`src/rtl/coffee_io_pkg.sv`:
```
// Shared types and constants for the coffee machine input front end.
package coffee_io_pkg;

    typedef enum logic [1:0] {
        IDLE,
        PRESS_WAIT,
        PRESSED,
        RELEASE_WAIT
    } btn_state_t;

    localparam int CH_NEXT   = 0;
    localparam int CH_SELECT = 1;

    function automatic int max_int(input int a, input int b);
        return (a > b) ? a : b;
    endfunction

endpackage

```
`src/rtl/btn_debounce_ch.sv`:
```
// One button channel: 2-FF synchronizer, debounce FSM with a saturating
// stability counter, registered level/press-pulse outputs and, when
// BTN_AUTOREPEAT_EN is defined, a hold-to-repeat timer.
module btn_debounce_ch
    import coffee_io_pkg::*;
#(
    parameter int DEBOUNCE_CYCLES = 500000,
    parameter int REPEAT_DELAY    = 50000000,
    parameter int REPEAT_PERIOD   = 20000000,
    parameter bit REPEAT_EN       = 1'b0
) (
    input  logic clk,
    input  logic reset,
    input  logic raw,
    output logic level,
    output logic pulse
);

    localparam int              CW       = $clog2(DEBOUNCE_CYCLES + 1);
    localparam logic [CW-1:0]   CNT_LAST = CW'(DEBOUNCE_CYCLES - 1);
    localparam logic [CW-1:0]   CNT_ONE  = CW'(1);
    // With a one-cycle debounce the first stable sample is already enough.
    localparam bit              FAST     = (DEBOUNCE_CYCLES == 1);

    logic           sync_q1;
    logic           s;
    btn_state_t     state, state_n;
    logic [CW-1:0]  cnt, cnt_n;
    logic           level_n, pulse_n;
    logic           rpt_fire;

    // Two-flop synchronizer for the asynchronous pin.
    always_ff @(posedge clk or negedge reset) begin
        if (!reset) begin
            sync_q1 <= 1'b0;
            s       <= 1'b0;
        end else begin
            sync_q1 <= raw;
            s       <= sync_q1;
        end
    end

    // Debounce FSM state, counter and outputs.
    always_ff @(posedge clk or negedge reset) begin
        if (!reset) begin
            state <= IDLE;
            cnt   <= '0;
            level <= 1'b0;
            pulse <= 1'b0;
        end else begin
            state <= state_n;
            cnt   <= cnt_n;
            level <= level_n;
            pulse <= pulse_n | rpt_fire;
        end
    end

    // Next state: count consecutive stable samples, fall back on any glitch.
    always_comb begin
        state_n = state;
        cnt_n   = cnt;
        level_n = level;
        pulse_n = 1'b0;
        case (state)
            IDLE: begin
                if (s) begin
                    if (FAST) begin
                        state_n = PRESSED;
                        cnt_n   = '0;
                        level_n = 1'b1;
                        pulse_n = 1'b1;
                    end else begin
                        state_n = PRESS_WAIT;
                        cnt_n   = CNT_ONE;
                    end
                end
            end
            PRESS_WAIT: begin
                if (!s) begin
                    state_n = IDLE;
                    cnt_n   = '0;
                end else if (cnt == CNT_LAST) begin
                    state_n = PRESSED;
                    cnt_n   = '0;
                    level_n = 1'b1;
                    pulse_n = 1'b1;
                end else if (cnt != '1) begin
                    cnt_n = cnt + CNT_ONE;
                end
            end
            PRESSED: begin
                if (!s) begin
                    if (FAST) begin
                        state_n = IDLE;
                        cnt_n   = '0;
                        level_n = 1'b0;
                    end else begin
                        state_n = RELEASE_WAIT;
                        cnt_n   = CNT_ONE;
                    end
                end
            end
            RELEASE_WAIT: begin
                if (s) begin
                    state_n = PRESSED;
                    cnt_n   = '0;
                end else if (cnt == CNT_LAST) begin
                    state_n = IDLE;
                    cnt_n   = '0;
                    level_n = 1'b0;
                end else if (cnt != '1) begin
                    cnt_n = cnt + CNT_ONE;
                end
            end
            default: begin
                state_n = IDLE;
                cnt_n   = '0;
            end
        endcase
    end

`ifdef BTN_AUTOREPEAT_EN
    localparam int RW = $clog2(max_int(REPEAT_DELAY, REPEAT_PERIOD) + 1);

    logic [RW-1:0] rpt, rpt_n;
    logic          rpt_first, rpt_first_n;

    // Repeat timer: restarts on every entry to PRESSED (including a bounce
    // back from RELEASE_WAIT), first gap REPEAT_DELAY, then REPEAT_PERIOD.
    always_comb begin
        rpt_n       = rpt;
        rpt_first_n = rpt_first;
        rpt_fire    = 1'b0;
        if (state_n != PRESSED) begin
            rpt_n       = '0;
            rpt_first_n = 1'b1;
        end else if (state != PRESSED) begin
            rpt_n       = RW'(1);
            rpt_first_n = 1'b1;
        end else if (REPEAT_EN) begin
            if (rpt == (rpt_first ? RW'(REPEAT_DELAY) : RW'(REPEAT_PERIOD))) begin
                rpt_fire    = 1'b1;
                rpt_n       = RW'(1);
                rpt_first_n = 1'b0;
            end else if (rpt != '1) begin
                rpt_n = rpt + RW'(1);
            end
        end
    end

    // Repeat timer registers.
    always_ff @(posedge clk or negedge reset) begin
        if (!reset) begin
            rpt       <= '0;
            rpt_first <= 1'b1;
        end else begin
            rpt       <= rpt_n;
            rpt_first <= rpt_first_n;
        end
    end
`else
    // No repeat hardware in this build; the repeat settings are inert.
    logic unused_rpt_cfg;
    assign unused_rpt_cfg = ^{REPEAT_DELAY, REPEAT_PERIOD, REPEAT_EN};
    assign rpt_fire       = 1'b0;
`endif

endmodule

```
`src/rtl/button_conditioner.sv`:
```
// Push-button front end: NUM_BUTTONS independent debounce channels turning
// raw pins into a clean level and a one-cycle press pulse each.
// Optional hold-to-repeat on REPEAT_MASK channels via BTN_AUTOREPEAT_EN.
module button_conditioner
    import coffee_io_pkg::*;
#(
    parameter int                     NUM_BUTTONS     = 2,
    parameter int                     DEBOUNCE_CYCLES = 500000,
    parameter int                     REPEAT_DELAY    = 50000000,
    parameter int                     REPEAT_PERIOD   = 20000000,
    parameter logic [NUM_BUTTONS-1:0] REPEAT_MASK     = NUM_BUTTONS'(1 << CH_NEXT)
) (
    input  logic                   clk,
    input  logic                   reset,
    input  logic [NUM_BUTTONS-1:0] btn_raw,
    output logic [NUM_BUTTONS-1:0] btn_level,
    output logic [NUM_BUTTONS-1:0] btn_pulse
);

    for (genvar i = 0; i < NUM_BUTTONS; i++) begin : g_ch
        btn_debounce_ch #(
            .DEBOUNCE_CYCLES (DEBOUNCE_CYCLES),
            .REPEAT_DELAY    (REPEAT_DELAY),
            .REPEAT_PERIOD   (REPEAT_PERIOD),
            .REPEAT_EN       (REPEAT_MASK[i])
        ) u_ch (
            .clk   (clk),
            .reset (reset),
            .raw   (btn_raw[i]),
            .level (btn_level[i]),
            .pulse (btn_pulse[i])
        );
    end

endmodule

```
`config.mk`:
```
export PLATFORM = sky130hd
export DESIGN_NAME = button_conditioner
export DESIGN_NICKNAME = d
export VERILOG_FILES = /design/src/rtl/coffee_io_pkg.sv /design/src/rtl/btn_debounce_ch.sv /design/src/rtl/button_conditioner.sv
export SDC_FILE = /design/constraint.sdc
export NUM_CORES = 1
export LEC_CHECK = 0
export CAP_MARGIN = 20
export CORE_AREA = 2 2 75 77
export DETAILED_ROUTE_END_ITERATION = 10
export DIE_AREA = 0 0 77 79
export PLACE_DENSITY = 0.73
export SETUP_SLACK_MARGIN = 0.15
export SYNTH_ARGS = -nofsm -noshare
export SYNTH_HDL_FRONTEND = slang
export SYNTH_HIERARCHICAL = 1
export SYNTH_SLANG_ARGS = --single-unit
```
`constraint.sdc`:
```
create_clock -name clk -period 2.2 [get_ports clk]
set_clock_uncertainty 0.1 [all_clocks]
set_input_delay 0.22 -clock clk [delete_from_list [all_inputs] [get_ports clk]]
set_output_delay 0.22 -clock clk [all_outputs]
set_load 0.01 [all_outputs]
```
==> results by stage <==
Outcome:
- The run finished with clean final reports.

Clock network:
- The CTS sink count is 50.
- The H-tree generated during clock tree synthesis spans 2 levels.
- The clock passes through at most 2 buffers.
- After clock tree synthesis, the clock-pin slew on the worst setup and hold paths is 0.09 ns.
- The insertion delay of the later-clocked pin in the worst-skew pair is 0.31 ns.
- TritonCTS created 5 clock buffers.
- TritonCTS built the clock tree.
- The tree is rooted in a sky130_fd_sc_hd__clkbuf_8.

Yosys:
- The synthesized cell area is 0.00278 mm^2.
- The synthesized design contains 50 register bits.
- In the synthesized netlist the dominant register cell turns out to be sky130_fd_sc_hd__dfrtp_1.
- Synthesis produced a netlist with a net count of 301.
- After synthesis, the netlist uses 61 different library cells.
- The number of synthesized flops with an enable pin is 0.
- The async set or reset register ratio after synthesis is 1.00.
- Of the synthesized area, sequential elements account for 0.449.
- After synthesis, the mean cell area works out to 9.44 um^2.
- The Yosys warning count is 6.
- Synthesis produced 295 cells.

Worst setup path:
- The critical path is of the reg2reg type.
- The signal on the critical path passes through ha_2 -> nand4_1 -> nor2_4 -> buf_4 -> a21o_4 -> buf_4 -> or2_2 -> o31ai_1.
- STA puts the critical path data required time at 2.32 ns.
- Counting cells, the worst reg-to-reg path comes to 8.
- The largest single stage delay on the critical path is 0.41 ns.
- Among all stages on the critical path, the largest delay is contributed by sky130_fd_sc_hd__dfrtp_1.
- STA classifies the critical path endpoint as a flop.
- The critical path launch point type is a flop.
- The largest driver fanout on the critical path is 5.
- The most numerous cell type found on the critical path is sky130_fd_sc_hd__buf_4.
- STA puts the critical path data arrival time at 2.24 ns.

Finish:
- The count of antenna diodes in the layout is 0.
- The ratio of cells with drive above 1 in the final layout is 0.297.
- The final cell utilization of the core is 0.673.
- The synthesis-to-layout area growth is 28.9%.
- The number of fillers in the final layout is 440.
- The area of the multi-input gates is 0.00166 mm^2.
- The number of nets in the finished design is 352.
- The area of all sequential standard cells is 0.00125 mm^2.

Floorplan:
- In this run the core area contains 27 standard-cell rows.
- The floorplan die width is 77 um.
- In this run the count of I/O pins placed on the die edge is 8.
- The die covers 0.00608 mm^2.
- The starting density of the core is 0.522.
- The vertical die dimension is 79 um.
- The core region is 0.00534 mm^2.

Global routing:
- Across every metal layer, demand over resource in global routing totals 0.238.
- The via count of the first global-routing pass was 2,540.
- The initial antenna violation count was 0.
- The first-pass GRT wire length is 11,600 um.
- Entering global routing, the biggest net connects 27 pins.
- The total congestion overflow after global routing is 0.

Worst hold path:
- The worst hold-check path type is in2reg.
- The worst hold path depth is 1.

STA:
- Derived from the worst setup path, the maximum achievable clock frequency is 0.472 GHz.
- Setup repair after global routing could not meet its margin everywhere.
- The total negative slack is 0 ns.
- The max-slew violation count came to 0.
- The hold violation count in the final report is 0.
- At the pin with the least slew margin, the transition time is 0.567 ns.
- The max-slew headroom at the worst pin is 0.622.
- The clock period minus final worst setup slack is 2.12 ns.
- Setup violations remaining at the end of the flow were counted as 0.
- The fraction of the cycle the final worst path needs is 0.962.

Drt:
- Across all layers, the routed design uses 2,673 vias.
- The routed wire length is 7430 um.
- The first detailed-routing pass took 5 iterations.
- The DRC violation count after routing is 0.
- After detailed routing, the average wire length per cell comes to 17.7 um.
- The number of vias per cell is 6.38.
- In this run the remaining antenna-violating nets after routing total 0.
- The starting DRC count in detailed routing is 151.

Pwr:
- The internal portion of the total power is 1.66 mW.
- Of the total power, combinational logic draws 0.357.
- The portion of total power attributed to sequential cells is 0.422.
- The switching power total is 897 uW.
- Of the total power, the clock network draws 0.221.
- The total power draw is 2.56 mW.
- The total power density per cell area is 712 mW/mm^2.
- The switching share of power is 0.351.
- The peak supply drop is 663 uV.
- The static leakage is 1.42 nW.

Run:
- The number of maximum-capacitance violations is 0.

Placement:
- The count of buffers added on input and output ports is 7.
- The HPWL after detailed placement is 4700 um.
- The placer congestion estimate is 0.872.
through the flow:
| stage | setup WS, ns | cells | instance area (um^2) | hold WS (ns) |
|---|---|---|---|---|
| 2_1_floorplan | 0.126 | 295 | 2790 | -0.176 |
| 3_3_place_gp | 0.138 | 391 | 3080 | 0.143 |
| 3_5_place_dp | 0.0810 | 391 | 3080 | 0.146 |
| 4_1_cts | 0.131 | 409 | 3300 | 0.235 |
| 5_1_grt | 0.0436 | 419 | 3590 | 0.240 |
| 6_report | 0.0827 | 419 | 3590 | 0.240 |
area by class of cell:
class,count,share of cell area
multi-input combinational,227,0.463
sequential,50,0.349
timing repair buffer,53,0.127
tap,72,0.0251
clock buffer,6,0.0230
inverter,9,0.00941
clock inverter,2,0.00349
power by group through the flow:
| stage | Combinational, mW | Sequential (mW) | Clock, mW |
|---|---|---|---|
| 3_3_place_gp | 0.590 | 1.08 | 0 |
| 2_1_floorplan | 0.490 | 1.05 | 0 |
| 4_1_cts | 0.714 | 1.07 | 0.580 |
| 5_1_grt | 0.970 | 1.09 | 0.605 |
| 3_5_place_dp | 0.598 | 1.09 | 0 |
| 6_report | 0.912 | 1.08 | 0.566 |
flip-flops by register name, indices dropped and copies added (netlist names), named ones only:
| name | flops |
|---|---|
| g_ch.u_ch/cnt | 38 |
| g_ch.u_ch/level | 2 |
| g_ch.u_ch/pulse | 2 |
| g_ch.u_ch/s | 2 |
| g_ch.u_ch/state | 2 |
| g_ch.u_ch/sync_q1 | 2 |
metal layers:
layer / track usage / routed length [um]
met5: 0 / 0
met4: 0.105 / 191
met3: 0.0307 / 235
met1: 0.269 / 2940
met2: 0.451 / 4060
worst paths after layout:
check / startpoint / end / slack [ns]
setup / recovery: g_ch[1].u_ch/cnt[1] / g_ch[1].u_ch/cnt[11] / 0.08
hold reg to reg: g_ch[0].u_ch/sync_q1 / g_ch[0].u_ch/s / 0.26
hold / removal: btn_raw[1] / g_ch[1].u_ch/sync_q1 / 0.24
max in group asynchronous: reset / g_ch[0].u_ch/cnt[1] / 1.04
setup reg to reg: g_ch[1].u_ch/cnt[1] / g_ch[1].u_ch/cnt[11] / 0.08
min in group asynchronous: reset / g_ch[0].u_ch/pulse / 0.33
cells in the mapped netlist, types with 3 or more instances:
library cell	number	area (um^2)
sky130_fd_sc_hd__a21oi_1	27	135
sky130_fd_sc_hd__a31oi_1	21	131
sky130_fd_sc_hd__a41oi_1	7	61.3
sky130_fd_sc_hd__and2_1	4	25.0
sky130_fd_sc_hd__and3_1	5	31.3
sky130_fd_sc_hd__and4_1	8	70.1
sky130_fd_sc_hd__clkbuf_1	3	11.3
sky130_fd_sc_hd__dfrtp_1	50	1250
sky130_fd_sc_hd__inv_1	8	30.0
sky130_fd_sc_hd__nand2_1	24	90.1
sky130_fd_sc_hd__nand3_1	18	90.1
sky130_fd_sc_hd__nand4_1	9	56.3
sky130_fd_sc_hd__nor2_1	17	63.8
sky130_fd_sc_hd__nor3_1	6	30.0
sky130_fd_sc_hd__o211ai_1	6	45.0
sky130_fd_sc_hd__o21ai_0	17	85.1
sky130_fd_sc_hd__or3_1	3	18.8
sky130_fd_sc_hd__or4_1	5	37.5
worst max-delay path: cells and delay by family (launching register included):
kind | cells | cell delay (ns)
AND/OR/NAND/NOR | 3 | 0.59
buffers and inverters | 2 | 0.30
AO/OA/AOI/OAI | 2 | 0.42
adder cells (fa/ha/maj) | 1 | 0.21
flip-flops | 1 | 0.41
kinds of logic (layout without fill, tap and decap cells):
logic type | after synthesis | in the layout | share of synthesized area
AND/OR/NAND/NOR | 112 | 112 | 0.227
AO/OA/AOI/OAI | 108 | 109 | 0.258
flip-flops | 50 | 50 | 0.449
buffers and inverters | 19 | 70 | 0.0409
adder cells (fa/ha/maj) | 2 | 2 | 0.00899
XOR/XNOR | 2 | 2 | 0.00629
multiplexers | 2 | 2 | 0.00899
what timing repair did:
action                                 CTS  global route
pin swaps                                6            21
setup buffers                            6            10
endpoints found under the hold margin   22             0
setup endpoints to repair                7            39
hold buffers                             1             0
gates resized for setup                  7            43
gates cloned                             3             0
layout by cell type, fill, tap and decap left out, types with 4 or more instances in the layout:
cell type                         instances
sky130_fd_sc_hd__o21ai_1                  6
sky130_fd_sc_hd__a21oi_1                 22
sky130_fd_sc_hd__clkdlybuf4s50_1          6
sky130_fd_sc_hd__buf_4                   39
sky130_fd_sc_hd__dfrtp_1                 48
sky130_fd_sc_hd__o21ai_0                 12
sky130_fd_sc_hd__or4_4                    4
sky130_fd_sc_hd__clkbuf_8                 6
sky130_fd_sc_hd__nor3_1                   5
sky130_fd_sc_hd__nand3_1                 18
sky130_fd_sc_hd__nor2_1                  15
sky130_fd_sc_hd__nand4_1                  9
sky130_fd_sc_hd__and4_1                   8
sky130_fd_sc_hd__a31oi_4                  4
sky130_fd_sc_hd__o211ai_1                 6
sky130_fd_sc_hd__and2_1                   4
sky130_fd_sc_hd__a31oi_1                 15
sky130_fd_sc_hd__nand2_1                 22
sky130_fd_sc_hd__inv_1                    8
sky130_fd_sc_hd__a21oi_2                  4
sky130_fd_sc_hd__and3_1                   5
Power figures use the tool's default switching activity.
